## config.mk

```make
export PLATFORM = sky130hd
export DESIGN_NAME = lsu
export DESIGN_NICKNAME = d
export VERILOG_FILES = /design/src/rtl/lsu_pkg.sv /design/src/rtl/lsu_align.sv /design/src/rtl/lsu.sv
export SDC_FILE = /design/constraint.sdc
export NUM_CORES = 1
export LEC_CHECK = 0
export ABC_AREA = 1
export CAP_MARGIN = 10
export CORE_ASPECT_RATIO = 1.25
export CORE_MARGIN = 1.5
export CORE_UTILIZATION = 30
export CTS_BUF_LIST = sky130_fd_sc_hd__clkbuf_8
export CTS_CLUSTER_DIAMETER = 30
export DETAILED_ROUTE_END_ITERATION = 16
export PLACE_DENSITY_LB_ADDON = 0.1
export SYNTH_ARGS = -nofsm -noshare
export SYNTH_HDL_FRONTEND = slang
export SYNTH_SLANG_ARGS = --single-unit
```

## constraint.sdc

```tcl
create_clock -name clk -period 3.7 [get_ports clk]
set_input_delay 0.555 -clock clk [delete_from_list [all_inputs] [get_ports clk]]
set_output_delay 0.555 -clock clk [all_outputs]
set_load 0.03 [all_outputs]
```

## src/rtl/lsu_pkg.sv

```systemverilog
// Shared definitions for the load/store unit: funct3 access codes and FSM states.
package lsu_pkg;

    localparam logic [2:0] F3_B  = 3'b000;
    localparam logic [2:0] F3_H  = 3'b001;
    localparam logic [2:0] F3_W  = 3'b010;
    localparam logic [2:0] F3_BU = 3'b100;
    localparam logic [2:0] F3_HU = 3'b101;

    typedef enum logic [1:0] {
        IDLE = 2'd0,
        REQ  = 2'd1,
        DONE = 2'd2
    } state_t;

endpackage

```

## src/rtl/lsu_align.sv

```systemverilog
// Lane steering for the LSU: byte enables, store replication and load extraction/extension.
module lsu_align
    import lsu_pkg::*;
(
    input  logic [2:0]  funct3,
    input  logic [1:0]  offset,
    input  logic [31:0] store_data,
    input  logic [31:0] rdata,
    output logic [3:0]  be,
    output logic [31:0] wdata,
    output logic [31:0] load_ext
);

    logic [7:0]  lane_b;
    logic [15:0] lane_h;

    always_comb begin
        be    = 4'b1111;
        wdata = store_data;
        case (funct3[1:0])
            2'b00: begin
                be    = 4'b0001 << offset;
                wdata = {4{store_data[7:0]}};
            end
            2'b01: begin
                be    = 4'b0011 << offset;
                wdata = {2{store_data[15:0]}};
            end
            default: ;
        endcase
    end

    always_comb begin
        lane_b = rdata[7:0];
        case (offset)
            2'd1:    lane_b = rdata[15:8];
            2'd2:    lane_b = rdata[23:16];
            2'd3:    lane_b = rdata[31:24];
            default: lane_b = rdata[7:0];
        endcase
        lane_h = offset[1] ? rdata[31:16] : rdata[15:0];

        case (funct3)
            F3_B:    load_ext = {{24{lane_b[7]}}, lane_b};
            F3_BU:   load_ext = {24'd0, lane_b};
            F3_H:    load_ext = {{16{lane_h[15]}}, lane_h};
            F3_HU:   load_ext = {16'd0, lane_h};
            default: load_ext = rdata;
        endcase
    end

endmodule

```

## src/rtl/lsu.sv

```systemverilog
// Load/store unit: accepts one access per instruction, runs a ready/valid request to data
// memory with an optional timeout, and returns extended load data or a fault pulse.
module lsu
    import lsu_pkg::*;
#(
    parameter int TIMEOUT = 255,
    parameter int TW      = 8
) (
    input  logic        clk,
    input  logic        reset,
    input  logic        lsu_valid,
    input  logic        mem_read,
    input  logic        mem_write,
    input  logic [2:0]  funct3,
    input  logic [31:0] addr,
    input  logic [31:0] store_data,
    output logic        stall,
    output logic [31:0] load_data,
    output logic        load_valid,
    output logic        fault,
    output logic        dmem_req,
    output logic        dmem_we,
    output logic [31:0] dmem_addr,
    output logic [31:0] dmem_wdata,
    output logic [3:0]  dmem_be,
    input  logic        dmem_ready,
    input  logic [31:0] dmem_rdata
);

    localparam logic [TW-1:0] CNT_LAST = TW'((TIMEOUT == 0) ? 0 : TIMEOUT - 1);

    state_t        state;
    logic [TW-1:0] cnt;
    logic [2:0]    f3_q;
    logic [1:0]    off_q;
    logic [31:0]   sd_q;

    logic          f3_ok, misaligned, illegal, go, accept, bad, timeout_hit;
    logic [3:0]    be_c;
    logic [31:0]   load_ext;

    always_comb begin
        if (mem_write)
            f3_ok = (funct3 == F3_B) || (funct3 == F3_H) || (funct3 == F3_W);
        else
            f3_ok = (funct3 == F3_B) || (funct3 == F3_H) || (funct3 == F3_W) ||
                    (funct3 == F3_BU) || (funct3 == F3_HU);
        misaligned = ((funct3[1:0] == 2'b01) && addr[0]) ||
                     ((funct3[1:0] == 2'b10) && (addr[1:0] != 2'b00));
        illegal    = (mem_read & mem_write) | ~f3_ok | misaligned;
        // Both read and write high is not an access, but it is still reported as a fault.
        go         = (state == IDLE) & lsu_valid & (mem_read | mem_write);
        accept     = go & ~illegal;
        bad        = go & illegal;
    end

    assign timeout_hit = (TIMEOUT != 0) && (cnt == CNT_LAST);
    assign stall       = (state == REQ) | accept;

    lsu_align u_align (
        .funct3     (f3_q),
        .offset     (off_q),
        .store_data (sd_q),
        .rdata      (dmem_rdata),
        .be         (be_c),
        .wdata      (dmem_wdata),
        .load_ext   (load_ext)
    );

    // Enables come from held request fields; gating keeps them 0 whenever no request is out.
    assign dmem_be = dmem_req ? be_c : 4'b0000;

    // NOTE: all state updates use non-blocking assignments so every branch sees pre-edge values.
    always_ff @(posedge clk or posedge reset) begin
        if (reset) begin
            state      <= IDLE;
            cnt        <= '0;
            f3_q       <= '0;
            off_q      <= '0;
            sd_q       <= '0;
            dmem_req   <= 1'b0;
            dmem_we    <= 1'b0;
            dmem_addr  <= '0;
            load_data  <= '0;
            load_valid <= 1'b0;
            fault      <= 1'b0;
        end else begin
            load_valid <= 1'b0;
            fault      <= 1'b0;
            case (state)
                IDLE: begin
                    if (accept) begin
                        state     <= REQ;
                        cnt       <= '0;
                        dmem_req  <= 1'b1;
                        dmem_we   <= mem_write;
                        dmem_addr <= {addr[31:2], 2'b00};
                        f3_q      <= funct3;
                        off_q     <= addr[1:0];
                        sd_q      <= store_data;
                    end else if (bad) begin
                        fault     <= 1'b1;
                        load_data <= '0;
                    end
                end
                REQ: begin
                    if (dmem_ready) begin
                        state      <= DONE;
                        dmem_req   <= 1'b0;
                        dmem_we    <= 1'b0;
                        load_valid <= ~dmem_we;
                        if (!dmem_we)
                            load_data <= load_ext;
                    end else if (timeout_hit) begin
                        state     <= IDLE;
                        dmem_req  <= 1'b0;
                        dmem_we   <= 1'b0;
                        fault     <= 1'b1;
                        load_data <= '0;
                    end else begin
                        cnt <= cnt + 1'b1;
                    end
                end
                DONE:    state <= IDLE;
                default: state <= IDLE;
            endcase
        end
    end

endmodule

```

==> results of run 1 <==
==> power groups by stage <==
stage	combinational, mW	sequential (mW)	clock (mW)
6_report	2.04	1.66	1.40
5_1_grt	2.21	1.69	1.51
4_1_cts	2.07	1.66	1.45
3_5_place_dp	2.06	1.68	0
3_3_place_gp	2.06	1.68	0
2_1_floorplan	1.03	1.89	0
==> state kept, by name, summed over array words and instances, names as in the netlist <==
signal / count
cnt: 8
dmem_we: 1
state: 2
sd_q: 32
fault: 1
load_valid: 1
load_data: 32
dmem_addr: 30
f3_q: 3
off_q: 2
dmem_req: 1
==> critical path, cell delays in order (launching register included) <==
cell	delay, ns
dfrtp_1	0.39
inv_1	0.13
nand2_1	0.29
inv_1	0.48
nand2_1	0.13
o211ai_1	0.13
clkdlybuf4s50_1	0.72
==> path summary, 6_finish.rpt <==
kind                                           from                   endpoint  slack [ns]
max                             f3_q[0]$_DFFE_PP0P_             dmem_wdata[27]        0.45
min                                           reset       state[1]$_DFFE_PP0P_        0.40
max reg2reg                    off_q[1]$_DFFE_PP0P_  load_data[16]$_DFFE_PP0P_        1.57
min reg2reg                dmem_addr[9]$_DFFE_PP0P_   dmem_addr[9]$_DFFE_PP0P_        0.48
max in group asynchronous                     reset       sd_q[11]$_DFFE_PP0P_        2.43
min in group clk           dmem_addr[9]$_DFFE_PP0P_   dmem_addr[9]$_DFFE_PP0P_        0.48
==> metal layers <==
| layer | global-route usage (%) | part of all wire (%) |
|---|---|---|
| met5 | 0 | 0 |
| met4 | 6.656 | 2.1 |
| met3 | 6.667 | 7.5 |
| met2 | 32.48 | 50 |
| met1 | 20.74 | 41 |
==> stage by stage <==
stage	util, %	setup WS [ns]
floorplan	-	0.1576
global placement	42.60	0.9529
detailed placement	42.60	0.9192
CTS	45.23	0.4178
global route	45.23	0.2017
finish	45.23	0.4457
==> logic make-up (layout without fill, tap and decap cells) <==
family / after synthesis / after routing / synth area share (%)
AO/OA/AOI/OAI: 66 / 66 / 6.440
XOR/XNOR: 5 / 5 / 0.7774
other: 1 / 2 / 0.06656
buffers and inverters: 80 / 281 / 7.351
adder cells (fa/ha/maj): 2 / 2 / 0.4441
AND/OR/NAND/NOR: 475 / 475 / 34.73
flip-flops: 113 / 113 / 50.19
==> cell usage in the layout (no fill, tap or decap), drive strengths merged, types with 5 or more instances in the layout <==
cell type / Yosys / routed
o21ai: 48 / 48
a21oi: 8 / 8
nand2: 376 / 376
clkbuf: 6 / 20
or2: 18 / 18
buf: 40 / 14
dfrtp: 113 / 113
bufinv: 0 / 5
clkdlybuf4s50: 0 / 201
o211ai: 6 / 6
nor2: 39 / 39
inv: 34 / 35
nand3: 39 / 39
==> layout make-up <==
cell class | count | area (um2)
flip-flops and latches | 113 | 2828
clock buffers | 20 | 275.3
fillers | 1854 | 9988
clock inverters | 12 | 203.9
multi-input cells | 550 | 2396
well taps | 228 | 285.3
repair buffers | 215 | 2130
inverters | 34 | 130.1
==> flow_metrics.tcl, run 1 <==
set metrics [dict create \
    status "finished, final reports clean" \
    final-setup-viol-count 0 \
    place_congestion 0.7931 \
    grt_max_degree 64 \
    max_freq_ghz 0.3073 \
    postCtsSetupRepairBufs 0 \
    viasPerCell 4.508 \
    cts_buffer_depth 2 \
    area_delta_synth_final_pct 46.39 \
    synth_area_per_cell_um2 7.593 \
    tightest_slew_ns 0.7383 \
    initial_utilization_pct 30.90 \
    clkTransAtPathRegs_ns 0.07 \
    synth-edff-count 0 \
    pwr-share-clk_pct 27.5 \
    cts_tree "yes" \
    ys_types 32 \
    arrival_ns 2.70 \
    cts_buffers 17 \
    grt_pass1_wl_mm 28.31 \
    swShare_pct 38.75 \
    coreArea_um2 18240 \
    antenna_found_initial 0 \
    yosysTopAreaCell "dfrtp_1" \
    dp_hpwl_mm 12.57 \
    dp_cells 1140 \
    reg2reg_depth 8 \
    p_leak_nw 4.004 \
    clock_latency_ns 0.44 \
    finalMaxSlewViolations 0 \
    timing.final.crit_share_pct 87.96 \
    cp-start-kind "flip-flop" \
    critPathCaptureType "output pin" \
    netlist_top_cells_area "dfrtp_1 50%, nand2_1 25%, o21ai_0 3.9%" \
    power.switching_mw 1.977 \
    io_pins 210 \
    comb_power_share_pct 40.0 \
    ys.flop_type "dfrtp_1" \
    fin_hold_ws_ns 0.4035 \
    rows 55 \
    period_minus_slack_ns 3.254 \
    async_flop_share_pct 100.0 \
    synth_top_area_share_pct 50.19 \
    wl_mm 17.81 \
    drtPass1Iterations 4 \
    ys_seq_area_share_pct 50.19 \
    insertedDiodeCount 0 \
    crit_required_ns 3.14 \
    dieWidth_um 125.6 \
    synth_most_common_cell "nand2_1" \
    internal_power_mw 3.125 \
    min_path_type "in -> async" \
    pwr_density_cell_nw_per_um2 618.5 \
    irDropWorstVdd_mv 0.3422 \
    cts_max_level 4 \
    die-area_um2 19620 \
    maxSlewHeadroom_pct 50.78 \
    hold_violations 0 \
    die_y_um 156.2 \
    placed_area_um2 7769 \
    maxCapViolations 0 \
    worstSetupPathType "reg -> out" \
    cts_resized 0 \
    synth-seq-cells 113 \
    rsz0062_at_grt "false" \
    nets 1038 \
    seq_power_share_pct 32.5 \
    post-route-drc-count 0 \
    worst-path-max-fanout 15 \
    root_buffer "clkbuf_8" \
    yosys_warnings 0 \
    groute.usage.overall_pct 18.55 \
    grt_pass1_vias 5510 \
    cts_hold_buf 0 \
    p_total_mw 5.101 \
    fin_skew_ns 0.01223 \
    drtAntennaViolNets 0 \
    netlist_area_um2 5634 \
    fin_area_um2 8248 \
    stdcell_count 1172 \
    drt_iter0_markers 266 \
    grt-ovfl-total 0 \
    syn_inst 742 \
    drive_gt1_share_pct 9.322 \
    synth_common_cells "369 x nand2_1, 113 x dfrtp_1, 44 x o21ai_0, 38 x nand3_1, 34 x nor2_1" \
    dr_total_vias 5283 \
    routedWlPerCell_um 15.19 \
    clock-sinks 113 \
    numPortBuffers 207 \
    fin_setup_tns_ns 0 \
]
Note: power is estimated with default switching activity, not from simulation.
==> run 2, diff against run 1 <==
GPL_TIMING_DRIVEN = 0   (was not set)
==> flow_metrics.tcl, run 2 (synthesis results as in run 1) <==
set metrics [dict create \
    status "finished, final reports clean" \
    maxSlewHeadroom_pct 58.44 \
    io_pins 210 \
    pre_cts_ws_ns 0.6682 \
    reg2reg_depth 7 \
    cpMostUsedCell "nand2_1" \
    cts_buffers 17 \
    crit_required_ns 3.14 \
    hold_violations 0 \
    placed_area_um2 8028 \
    max_freq_ghz 0.3114 \
    dieWidth_um 125.6 \
    crit_path_cell_trace "buf_6, inv_2, clkbuf_1, buf_2, nand2_1, nand2_1, clkdlybuf4s50_1" \
    drtAntennaViolNets 0 \
    drt_iter0_markers 256 \
    cp-start-kind "flip-flop" \
    die-area_um2 19620 \
    coreArea_um2 18240 \
    timing.rr.start "off_q[1]$_DFFE_PP0P_" \
    cts_buffer_depth 2 \
    cts_resized 0 \
    power.switching_mw 1.988 \
    p_leak_nw 4.109 \
    clkTransAtPathRegs_ns 0.07 \
    groute.usage.overall_pct 19.07 \
    postCtsSetupRepairBufs 0 \
    wl_mm 18.17 \
    pwr_density_cell_nw_per_um2 581.7 \
    rsz0062_at_grt "false" \
    maxCapViolations 0 \
    pwr-share-clk_pct 21.8 \
    largestRegisters "load_data: 32 flops, sd_q: 32 flops, dmem_addr: 30 flops" \
    fin_area_um2 8374 \
    numPortBuffers 207 \
    grt-ovfl-total 0 \
    p_total_mw 4.871 \
    timing.final.crit_share_pct 86.80 \
    arrival_ns 2.66 \
    internal_power_mw 2.883 \
    worst-path-max-fanout 10 \
    setup.worst_path.start "f3_q[1]$_DFFE_PP0P_" \
    grt_max_degree 67 \
    fin_setup_tns_ns 0 \
    crit_slowest_cell "clkdlybuf4s50_1" \
    irDropWorstVdd_mv 0.2951 \
    dr_total_vias 5415 \
    post-route-drc-count 0 \
    fin_skew_ns 0.009342 \
    routedWlPerCell_um 15.02 \
    seq_power_share_pct 33.5 \
    initial_utilization_pct 30.90 \
    cts_tree "yes" \
    cts_max_level 4 \
    fin_hold_ws_ns 0.4790 \
    whs_path_depth 2 \
    drive_gt1_share_pct 11.41 \
    comb_power_share_pct 44.7 \
    worstSetupPathType "reg -> out" \
    viasPerCell 4.475 \
    cts_hold_buf 0 \
    antenna_found_initial 0 \
    critPathCaptureType "output pin" \
    mostFrequentLayoutCell "nand2_1" \
    insertedDiodeCount 0 \
    root_buffer "clkbuf_8" \
    hp-start "sd_q[26]$_DFFE_PP0P_" \
    tightest_slew_ns 0.6234 \
    final-setup-viol-count 0 \
    finalMaxSlewViolations 0 \
    period_minus_slack_ns 3.212 \
    swShare_pct 40.82 \
    nets 1077 \
    worst_slack_ns 0.4882 \
    clock_latency_ns 0.43 \
    grt_pass1_wl_mm 29.06 \
    die_y_um 156.2 \
    dp_hpwl_mm 13.58 \
    area_delta_synth_final_pct 48.63 \
    critPathMaxStageDelay_ns 0.67 \
    clock-sinks 113 \
    fillers 1869 \
    drtPass1Iterations 4 \
    place_congestion 0.7966 \
    rows 55 \
    layout_common_cells "369 x nand2_1, 207 x clkdlybuf4s50_1, 113 x dfrtp_1" \
    min_path_type "reg -> reg" \
    grt_pass1_vias 5491 \
]
==> run 2: changes by cell type in the layout (fill, tap and decap cells not counted), moves of 2 or more <==
cell and change:
bufinv_16 -4, buf_6 +5, clkdlybuf4s50_1 +6, clkbuf_1 +6, inv_1 +2, clkbuf_8 -2
clkinv_2 +5, buf_2 +22
==> run 2: worst paths after layout <==
| path | end | slack (ns) |
|---|---|---|
| worst max-delay path | dmem_wdata[22] | 0.49 |
| worst min-delay path | sd_q[26]$_DFFE_PP0P_ | 0.48 |
| worst max register to register | load_data[2]$_DFFE_PP0P_ | 2.03 |
| worst min register to register | sd_q[26]$_DFFE_PP0P_ | 0.48 |
| max in group asynchronous | dmem_req$_DFFE_PP0P_ | 2.46 |
| min in group asynchronous | dmem_addr[4]$_DFFE_PP0P_ | 0.54 |
==> run 2: power groups by stage <==
stage               clock network [mW]  logic, mW  registers (mW)
floorplan                            0       1.03            1.89
global placement                     0       2.18            1.65
detailed placement                   0       2.19            1.65
CTS                               1.10       2.20            1.64
global route                      1.15       2.36            1.67
finish                            1.06       2.18            1.63
==> run 2: layout make-up <==
cell class,instances,area (um2),share of cell area [%]
multi-input combinational,550,2396,28.61
buffer,46,286.5,3.421
clock buffer,18,247.7,2.958
inverter,34,132.6,1.584
sequential,113,2828,33.77
tap,228,285.3,3.407
clock inverter,13,98.84,1.180
timing repair buffer,208,2100,25.07
==> run 2: metal layers <==
layer	vias to the layer above	track usage (%)	wire, um
li1	2745	-	-
met1	2445	22.24	7523
met2	194	32.30	8814
met3	31	6.667	1401
met4	0	7.143	435
met5	-	0	0
==> run 2: worst max-delay path, delay by kind of cell (launching register included) <==
kind / cells / cell delay, ns
buffers and inverters: 5 / 1.70
and+or+nand+nor: 2 / 0.16
DFF: 1 / 0.37
==> run 2: metrics by stage <==
stage               util [%]  std cells
detailed placement     44.02       1179
global placement       43.84       1178
CTS                    45.92       1210
finish                 45.92       1210
global route           45.92       1210
floorplan                  -        743
==> run 3, diff against run 2 <==
ABC_CLOCK_PERIOD_IN_PS = 2600   (was not set)
SETUP_SLACK_MARGIN = 0.1   (was not set)
clock period = 2.6 ns   (was 3.7 ns; I/O delays follow)
==> flow_metrics.tcl, run 3 (synthesis results as in run 1) <==
set metrics [dict create \
    final-setup-viol-count 0 \
    coreArea_um2 18240 \
    clock_latency_ns 0.43 \
    worstSetupPathType "reg -> out" \
    multi_input_area_um2 2396 \
    critPathMaxStageDelay_ns 0.36 \
    drive_gt1_share_pct 13.84 \
    viasPerCell 4.449 \
    cts_max_level 4 \
    worst_slack_ns 0.2526 \
    dieWidth_um 125.6 \
    setup.worst_path.start "f3_q[1]$_DFFE_PP0P_" \
    placed_area_um2 8059 \
    routedWlPerCell_um 15.08 \
    p_leak_nw 4.207 \
    drt_iter0_markers 231 \
    initial_utilization_pct 30.90 \
    timing.rr.start "off_q[1]$_DFFE_PP0P_" \
    cts_buffers 17 \
    rsz0062_at_grt "false" \
    fin_skew_ns 0.009772 \
    fillers 1909 \
    drtAntennaViolNets 0 \
    layout_common_cells "369 x nand2_1, 178 x clkdlybuf4s50_1, 113 x dfrtp_1" \
    groute.usage.overall_pct 19.23 \
    die-area_um2 19620 \
    crit_path_cell_trace "buf_6, inv_2, nand2_1, inv_2, buf_4, o21ai_0, clkdlybuf4s15_2" \
    area_delta_synth_final_pct 49.52 \
    clock-sinks 113 \
    antenna_found_initial 0 \
    cts_tree "yes" \
    cpMostUsedCell "inv_2" \
    finalMaxSlewViolations 0 \
    period_minus_slack_ns 2.347 \
    post-route-drc-count 0 \
    grt_max_degree 39 \
    dr_total_vias 5388 \
    nets 1077 \
    regArea_um2 2828 \
    arrival_ns 1.96 \
    timing.final.crit_share_pct 90.28 \
    clkTransAtPathRegs_ns 0.07 \
    critPathCaptureType "output pin" \
    path_delay_family "buffers and inverters" \
    fin_area_um2 8424 \
    drtPass1Iterations 4 \
    max_freq_ghz 0.4260 \
    min_path_type "in -> async" \
    hold_violations 0 \
    pwr_density_cell_nw_per_um2 845.2 \
    grt_pass1_vias 5575 \
    worst-path-max-fanout 10 \
    mostFrequentLayoutCell "nand2_1" \
    dp_hpwl_mm 13.73 \
    crit_required_ns 2.21 \
    finalCoreUtilization_pct 46.20 \
    cp-start-kind "flip-flop" \
    postCtsSetupRepairBufs 0 \
    numPortBuffers 207 \
    tightest_slew_ns 0.5375 \
    die_y_um 156.2 \
    fin_setup_tns_ns 0 \
    place_congestion 0.7838 \
    p_total_mw 7.120 \
    maxCapViolations 0 \
    pre_cts_ws_ns -0.09751 \
    crit_buf_inv 5 \
    rows 55 \
    cts_buffer_depth 2 \
    insertedDiodeCount 0 \
    grt_pass1_wl_mm 29.39 \
    root_buffer "clkbuf_8" \
    status "finished, final reports clean" \
    largestRegisters "load_data: 32 flops, sd_q: 32 flops, dmem_addr: 30 flops" \
    grt-ovfl-total 0 \
    maxSlewHeadroom_pct 64.04 \
    io_pins 210 \
    irDropWorstVdd_mv 0.3901 \
    wl_mm 18.27 \
    crit_slowest_cell "clkdlybuf4s15_2" \
]
run 3: cell types whose count changed in the layout (fill, tap and decap cells not counted), sizes merged:
cell and change:
clkdlybuf4s50 -29, clkbuf +11, dlygate4sd2 +11, clkdlybuf4s15 +7, buf +3, clkinv -3, bufinv +2, inv -1
run 3: power breakdown:
part / internal, mW / switching (mW) / leakage [nW] / total, mW
clock: 1.04 / 0.759 / 0.220 / 1.80
combinational: 1.14 / 1.85 / 2.52 / 3.00
sequential: 2.10 / 0.222 / 1.47 / 2.32
total: 4.29 / 2.83 / 4.21 / 7.12
run 3: area by class of cell:
type | instances | share of cell area [%]
repair buffers | 210 | 24.60
clock buffers | 21 | 3.431
well taps | 228 | 3.386
inverters | 34 | 1.559
plain buffers | 44 | 3.401
clock inverters | 11 | 1.619
multi-input cells | 550 | 28.44
flip-flops and latches | 113 | 33.57
run 3: stage by stage:
step / std cells / hold slack, ns
global placement: 1178 / 0.4609
global route: 1211 / 0.3092
detailed placement: 1181 / 0.4651
floorplan: 743 / 0.4487
CTS: 1211 / 0.3007
finish: 1211 / 0.3137
run 3: timing repair:
item | CTS | global route
endpoints found under the setup margin | 29 | 24
gates resized for setup | 52 | 22
hold buffers | 0 | 0
run 3: layer usage:
| metal | track usage, % | vias to the layer above | routed length, um |
|---|---|---|---|
| li1 | - | 2754 | - |
| met3 | 7.248 | 19 | 1445 |
| met4 | 6.169 | 0 | 341 |
| met5 | 0 | - | 0 |
| met2 | 32.40 | 163 | 8900 |
| met1 | 22.64 | 2452 | 7579 |
run 3: final timing paths:
| check | slack (ns) | to | depth (start not counted) |
|---|---|---|---|
| max | 0.25 | dmem_wdata[10] | 7 |
| min | 0.31 | load_data[4]$_DFFE_PP0P_ | 2 |
| max reg2reg | 0.93 | load_data[0]$_DFFE_PP0P_ | 8 |
| min reg2reg | 0.48 | dmem_addr[18]$_DFFE_PP0P_ | 2 |
| max in group asynchronous | 1.75 | sd_q[6]$_DFFE_PP0P_ | 3 |
| min in group clk | 0.48 | dmem_addr[18]$_DFFE_PP0P_ | 2 |
run 3: worst register-to-register path, delay by kind of cell, from the launching register on:
family / cells / cell delay [ns]
AND/OR/NAND/NOR: 5 / 0.38
buffers and inverters: 2 / 0.38
flip-flops: 1 / 0.44
AO/OA/AOI/OAI: 1 / 0.39
